### src/rtl/fetch_queue_pkg.sv
// fetch_queue_pkg: shared architecture widths and response classification for the fetch queue
package fetch_queue_pkg;
  localparam int ARCH_ADDRESS_SIZE = 10;
  localparam int ARCH_INSTRUCTION_SIZE = 16;
  typedef enum logic [1:0] {RESP_NONE, RESP_PUSH, RESP_DROP, RESP_FLUSH} resp_e;
  function automatic resp_e resp_action(input logic jump, input logic valid, input logic dropping);
    return jump ? RESP_FLUSH : !valid ? RESP_NONE : dropping ? RESP_DROP : RESP_PUSH;
  endfunction
endpackage

### src/rtl/fetch_fifo.sv
// fetch_fifo: circular buffer of {pc, instruction} entries with push, pop and flush
module fetch_fifo #(
  parameter int W = 26,
  parameter int DEPTH = 4,
  parameter int CW = 3
) (
  input  logic          clk,
  input  logic          rst,
  input  logic          push_i,
  input  logic          pop_i,
  input  logic          flush_i,
  input  logic [W-1:0]  data_i,
  output logic [W-1:0]  data_o,
  output logic [CW-1:0] count_o
);
  localparam int PW = $clog2(DEPTH);
  logic [W-1:0] mem_q [DEPTH];
  logic [PW-1:0] rd_q, wr_q;
  logic [CW-1:0] count_q;
  always_ff @(posedge clk)
    if (push_i && !flush_i) mem_q[wr_q] <= data_i;
  always_ff @(posedge clk) begin
    if (rst) begin
      rd_q <= '0;
      wr_q <= '0;
      count_q <= '0;
    end else if (flush_i) begin
      rd_q <= wr_q;
      count_q <= '0;
    end else begin
      rd_q <= rd_q + PW'(pop_i);
      wr_q <= wr_q + PW'(push_i);
      count_q <= count_q + CW'(push_i) - CW'(pop_i);
    end
  end
  // empty queue presents zeros rather than a stale slot
  assign data_o = (count_q != '0) ? mem_q[rd_q] : '0;
  assign count_o = count_q;
endmodule

### src/rtl/fetch_queue.sv
// fetch_queue: credit-limited instruction prefetch with in-order responses, redirect drop and halt
module fetch_queue
  import fetch_queue_pkg::*;
#(
  parameter int ADDRESS_SIZE = ARCH_ADDRESS_SIZE,
  parameter int INSTRUCTION_SIZE = ARCH_INSTRUCTION_SIZE,
  parameter int DEPTH = 4,
  parameter int MAX_OUTSTANDING = 2
) (
  input  logic                        clock,
  input  logic                        reset,
  output logic                        fetch_req,
  output logic [ADDRESS_SIZE-1:0]     fetch_pc,
  input  logic                        fetch_valid,
  input  logic [INSTRUCTION_SIZE-1:0] instruction,
  input  logic                        jump,
  input  logic [ADDRESS_SIZE-1:0]     jump_pc,
  input  logic                        halt,
  output logic                        out_valid,
  input  logic                        out_ready,
  output logic [INSTRUCTION_SIZE-1:0] instruction_out,
  output logic [ADDRESS_SIZE-1:0]     instruction_pc
);
  localparam int CW = $clog2(DEPTH + 1);
  localparam int W = ADDRESS_SIZE + INSTRUCTION_SIZE;
  logic [ADDRESS_SIZE-1:0] fetch_pc_q, fetch_pc_d, resp_pc_q, resp_pc_d;
  logic [CW-1:0] outst_q, outst_d, drop_q, drop_d, count;
  logic [CW:0] inflight;
  logic [W-1:0] head;
  logic issue, push, pop;
  resp_e resp;
  // queued plus in-flight entries never exceed DEPTH, so a response always has a slot
  assign inflight = {1'b0, count} + {1'b0, outst_q};
  assign issue = !reset && !halt && !jump && inflight < (CW+1)'(DEPTH) && outst_q < CW'(MAX_OUTSTANDING);
  assign resp = resp_action(jump, fetch_valid, drop_q != '0);
  assign push = !reset && resp == RESP_PUSH;
  assign pop = out_valid && out_ready && !jump;
  always_comb begin
    fetch_pc_d = jump ? jump_pc : fetch_pc_q + ADDRESS_SIZE'(issue);
    resp_pc_d = jump ? jump_pc : resp_pc_q + ADDRESS_SIZE'(push);
    outst_d = outst_q + CW'(issue) - CW'(fetch_valid);
    drop_d = jump ? outst_d : drop_q - CW'(resp == RESP_DROP);
  end
  always_ff @(posedge clock) begin
    if (reset) begin
      fetch_pc_q <= '0;
      resp_pc_q <= '0;
      outst_q <= '0;
      drop_q <= '0;
    end else begin
      fetch_pc_q <= fetch_pc_d;
      resp_pc_q <= resp_pc_d;
      outst_q <= outst_d;
      drop_q <= drop_d;
    end
  end
  fetch_fifo #(.W(W), .DEPTH(DEPTH), .CW(CW)) u_fifo (
    .clk(clock),
    .rst(reset),
    .push_i(push),
    .pop_i(pop),
    .flush_i(jump),
    .data_i({resp_pc_q, instruction}),
    .data_o(head),
    .count_o(count)
  );
  assign fetch_req = issue;
  assign fetch_pc = fetch_pc_q;
  assign out_valid = !reset && count != '0;
  assign {instruction_pc, instruction_out} = reset ? '0 : head;
endmodule
### config.mk
export PLATFORM = sky130hd
export DESIGN_NAME = fetch_queue
export DESIGN_NICKNAME = d
export VERILOG_FILES = /design/src/rtl/fetch_queue_pkg.sv /design/src/rtl/fetch_fifo.sv /design/src/rtl/fetch_queue.sv
export SDC_FILE = /design/constraint.sdc
export NUM_CORES = 1
export LEC_CHECK = 0
export ABC_AREA = 1
export BUFFER_PORTS_ARGS = -buffer_cell sky130_fd_sc_hd__clkbuf_2
export CAP_MARGIN = 15
export CORE_ASPECT_RATIO = 1.1
export CORE_UTILIZATION = 31
export DETAILED_ROUTE_END_ITERATION = 7
export HOLD_SLACK_MARGIN = 0.12
export PLACE_DENSITY = 0.55
export REMOVE_ABC_BUFFERS = 1
export SKIP_LAST_GASP = 1
export SLEW_MARGIN = 40
export SYNTH_ARGS = -nofsm -noshare
export SYNTH_HDL_FRONTEND = slang
export SYNTH_HIERARCHICAL = 1
export SYNTH_SLANG_ARGS = --single-unit
### constraint.sdc
create_clock -name clock -period 7.1 [get_ports clock]
set_input_delay 1.42 -clock clock [delete_from_list [all_inputs] [get_ports clock]]
set_output_delay 1.42 -clock clock [all_outputs]
set_load 0.02 [all_outputs]
==> flow_summary.html <==
<table>
<tr><th>Metric</th><th>Value</th></tr>
<tr><th colspan="2">STA</th></tr>
<tr><td>Setup repair after global routing missed its margin</td><td>false</td></tr>
<tr><td>Final worst setup slack</td><td>2.87 ns</td></tr>
<tr><td>Worst Skew</td><td>0.00762 ns</td></tr>
<tr><td>Top achievable clock speed</td><td>0.237 GHz</td></tr>
<tr><td>Final total negative setup slack</td><td>0 ns</td></tr>
<tr><td>Count of final setup violators</td><td>0</td></tr>
<tr><td>Final period utilization</td><td>0.595</td></tr>
<tr><td>Hold violation total from the final report</td><td>0</td></tr>
<tr><td>Slew Limit Fails</td><td>0</td></tr>
<tr><td>Shortest period the worst path allows</td><td>4.23 ns</td></tr>
<tr><td>Slew at the pin closest to its max-slew limit</td><td>0.646 ns</td></tr>
<tr><td>Relative slew margins</td><td>0.569</td></tr>
<tr><th colspan="2">Finish</th></tr>
<tr><td>NumNets Final</td><td>833</td></tr>
<tr><td>Core utilization of the finished layout</td><td>0.373</td></tr>
<tr><td>Fraction of final layout cells with drive strength greater than 1</td><td>0.163</td></tr>
<tr><td>Diode count</td><td>0</td></tr>
<tr><td>Fillers</td><td>2058</td></tr>
<tr><td>Finished Layout Cells</td><td>1052</td></tr>
<tr><td>Area added between synthesis and finish</td><td>18.1%</td></tr>
<tr><th colspan="2">Power</th></tr>
<tr><td>Clock network power share</td><td>0.451</td></tr>
<tr><td>Cell internal pwr</td><td>1450 uW</td></tr>
<tr><td>Total power</td><td>1890 uW</td></tr>
<tr><td>Power density cells</td><td>247 nW/um^2</td></tr>
<tr><td>Proportion of power drawn by flip-flops and latches</td><td>0.477</td></tr>
<tr><td>Worst IR Drop VDD</td><td>0.000172 V</td></tr>
<tr><td>Combinational Power Share</td><td>0.073</td></tr>
<tr><td>Leakage power of the design</td><td>0.00343 uW</td></tr>
<tr><td>Fraction of power spent switching nets</td><td>0.233</td></tr>
<tr><td>Net load switching power</td><td>440 uW</td></tr>
<tr><th colspan="2">Synth</th></tr>
<tr><td>Number of library cell types mapped by synthesis</td><td>33</td></tr>
<tr><td>Post-synth EDFFs</td><td>104</td></tr>
<tr><td>#FFs+latches synth</td><td>137</td></tr>
<tr><td>Synth top cells by count</td><td>168 x nand2_1, 166 x inv_1, 104 x edfxtp_1</td></tr>
<tr><td>Most used standard cell by instance count after synthesis</td><td>nand2_1</td></tr>
<tr><td>Synthesized netlist cell count</td><td>710</td></tr>
<tr><td>Synth top area cells</td><td>edfxtp_1 48%, dfxtp_1 10%, nand2_1 9.7%</td></tr>
<tr><td>Mean instance size in the synthesized netlist</td><td>9.14 sq um</td></tr>
<tr><td>Post-Syn Area</td><td>6490 sq um</td></tr>
<tr><td>Proportion of netlist area held by the largest area contributor</td><td>0.481</td></tr>
<tr><td>Synthesis warning total</td><td>6</td></tr>
<tr><td>Dominant cell type by area after synthesis</td><td>edfxtp_1</td></tr>
<tr><td>Share of async-settable or async-resettable flops after synthesis</td><td>0</td></tr>
<tr><td>Sequential fraction of the synthesis area</td><td>0.583</td></tr>
<tr><td>Most used flip-flop cell after synthesis</td><td>edfxtp_1</td></tr>
<tr><th colspan="2">Global route</th></tr>
<tr><td>Number of global-route vias before repair</td><td>4401</td></tr>
<tr><td>Pin count of the biggest net entering global routing</td><td>55</td></tr>
<tr><td>First-pass GRT wire length</td><td>22.1 mm</td></tr>
<tr><td>Total routing usage reported by global routing</td><td>0.136</td></tr>
<tr><td>Antenna violations before repair</td><td>0</td></tr>
<tr><td>Grt ovf</td><td>0</td></tr>
<tr><th colspan="2">Die</th></tr>
<tr><td>DIE AREA</td><td>21500 sq um</td></tr>
<tr><td>Die outline width</td><td>140 um</td></tr>
<tr><td>Core area</td><td>20600 sq um</td></tr>
<tr><td>FP Rows</td><td>55</td></tr>
<tr><td>Die height</td><td>154 um</td></tr>
<tr><td>Initial standard-cell utilization of the core</td><td>0.316</td></tr>
<tr><td>Count of boundary I/O pins</td><td>70</td></tr>
<tr><th colspan="2">Critical path</th></tr>
<tr><td>Maximum net fanout on the critical path</td><td>35</td></tr>
<tr><td>Req. time, crit path</td><td>5.68 ns</td></tr>
<tr><td>Largest incremental delay on the critical path</td><td>0.33 ns</td></tr>
<tr><td>Worst setup path class</td><td>input port to primary output</td></tr>
<tr><td>Critical Path End Type</td><td>primary output</td></tr>
<tr><td>Signal arrival time at the worst endpoint</td><td>2.81 ns</td></tr>
<tr><td>Startpoint kind of the worst setup timing path</td><td>input port</td></tr>
<tr><td>CP Cell Sequence</td><td>clkbuf_2 &gt; buf_4 &gt; nor2_8 &gt; inv_2 &gt; nor3_2 &gt; and3_1 &gt; clkbuf_2</td></tr>
<tr><td>Highest-delay cell along the critical path</td><td>nor2_8</td></tr>
<tr><td>Cell mode on critical path</td><td>clkbuf_2</td></tr>
<tr><th colspan="2">Clocking</th></tr>
<tr><td>Hold-fix buffer count after cts</td><td>0</td></tr>
<tr><td>CTS root buffer</td><td>clkbuf_16</td></tr>
<tr><td>Buffers from clock root to sink, at most</td><td>2</td></tr>
<tr><td>Clock slew at reported path FFs</td><td>0.06 ns</td></tr>
<tr><td>H-tree Lvls</td><td>4</td></tr>
<tr><td>Clock insertion delay at the later pin of the skew report</td><td>0.42 ns</td></tr>
<tr><td>Clk sinks</td><td>137</td></tr>
<tr><td>Total CTS buffers</td><td>17</td></tr>
<tr><td>CTS tree</td><td>built</td></tr>
<tr><td>Number of post-CTS setup repair buffers</td><td>0</td></tr>
<tr><td>Post-cts gate resize count</td><td>0</td></tr>
<tr><th colspan="2">Placement</th></tr>
<tr><td>Worst slack, placed</td><td>2.86 ns</td></tr>
<tr><td>Detailed placement HPWL</td><td>8.32 mm</td></tr>
<tr><td>RePlAce Congestion</td><td>0.753</td></tr>
<tr><td>IO buf count</td><td>69</td></tr>
<tr><td>Cell Count Post-Placement</td><td>1021</td></tr>
<tr><th colspan="2">Worst hold path</th></tr>
<tr><td>Classification of the worst-slack hold path</td><td>register to register</td></tr>
<tr><th colspan="2">Route</th></tr>
<tr><td>Routed via count divided by cell count</td><td>4.32</td></tr>
<tr><td>Post-DR wirelength/cell</td><td>12.8 um</td></tr>
<tr><td>DR pass1 iterations</td><td>6</td></tr>
<tr><td>Remaining number of nets flagged by the antenna check after routing</td><td>0</td></tr>
<tr><td>Number of DRC markers after the initial detailed-route iteration</td><td>249</td></tr>
<tr><td>Detailed-route via count</td><td>4546</td></tr>
<tr><td>DRC</td><td>2</td></tr>
<tr><td>Final wirelength</td><td>13.4 mm</td></tr>
<tr><th colspan="2">Status</th></tr>
<tr><td>Status</td><td>finished with violations</td></tr>
<tr><td>Violated checks</td><td>design-rule violations</td></tr>
<tr><th colspan="2">Run</th></tr>
<tr><td>Number of max-capacitance violations reported</td><td>0</td></tr>
</table>
## cells by family after synthesis
logic type | after synthesis | share of synthesized area
flip-flops | 137 | 0.583
AO/OA/AOI/OAI | 53 | 0.0480
XOR/XNOR | 5 | 0.00675
buffers and inverters | 194 | 0.128
adder cells (fa/ha/maj) | 17 | 0.0351
AND/OR/NAND/NOR | 304 | 0.200
## per-layer routing
layer | vias to the layer above | global-route usage | wire length (um)
li1 | 2375 | - | -
met1 | 2070 | 0.163 | 5940
met2 | 84 | 0.236 | 6810
met3 | 17 | 0.0308 | 489
met4 | 0 | 0.0502 | 187
met5 | - | 0 | 0
## worst paths after layout
kind / from / to / slack, ns / depth (start not counted)
worst min register to register: resp_pc_q[0] / u_fifo/mem_q[1][16] / 0.53 / 0
worst max-delay path: reset / fetch_req / 2.87 / 7
worst min-delay path: resp_pc_q[0] / u_fifo/mem_q[1][16] / 0.53 / 0
worst max register to register: u_fifo/count_o[2] / fetch_pc[6] / 4.87 / 10
## critical path: cells and delay by family
kind	cells	cell delay, ns
simple gates	3	0.68
buf+inv	4	0.67
## sequential cells by signal, summed over array words and instances, names as in the netlist
register / flops
u_fifo/rd_q: 2
fetch_pc: 10
u_fifo/wr_q: 2
u_fifo/mem_q: 104
u_fifo/count_o: 3
outst_q: 3
drop_q: 3
resp_pc_q: 10
## final cells by class
class | instances | area, sq um | area share
Inverter | 171 | 653 | 0.0852
Tap cell | 256 | 320 | 0.0418
Multi-Input combinational cell | 379 | 1900 | 0.248
Clock buffer | 17 | 425 | 0.0555
Clock inverter | 14 | 151 | 0.0197
Sequential cell | 137 | 3780 | 0.494
Timing Repair Buffer | 78 | 433 | 0.0565
## metrics by stage
step                hold WS, ns  area, sq um
global route              0.556         7670
finish                    0.535         7670
global placement          0.532         7060
detailed placement        0.529         7090
floorplan                 0.467         6320
CTS                       0.541         7670
## power groups by stage
| stage | clock network [uW] | logic (uW) | registers [uW] |
|---|---|---|---|
| 6_report | 852 | 138 | 902 |
| 5_1_grt | 902 | 160 | 905 |
| 4_1_cts | 867 | 141 | 902 |
| 3_5_place_dp | 0 | 140 | 918 |
| 3_3_place_gp | 0 | 138 | 918 |
| 2_1_floorplan | 0 | 83.0 | 920 |
## cell usage in the layout, fill, tap and decap left out, types with 3 or more instances in the layout
master and n:
a21oi_1 32, buf_4 8, clkbuf_16 17, clkbuf_2 69, clkinv_2 3, clkinv_4 4, clkinvlp_4 3, dfxtp_1 32
edfxtp_1 104, ha_1 15, inv_1 166, nand2_1 168, nand3_1 71, nor2_1 51, nor3_2 5, o21ai_0 7
o21ai_2 3, o21bai_1 4, o22ai_2 3, xnor2_1 3
Note: power is estimated with default switching activity, not from simulation.
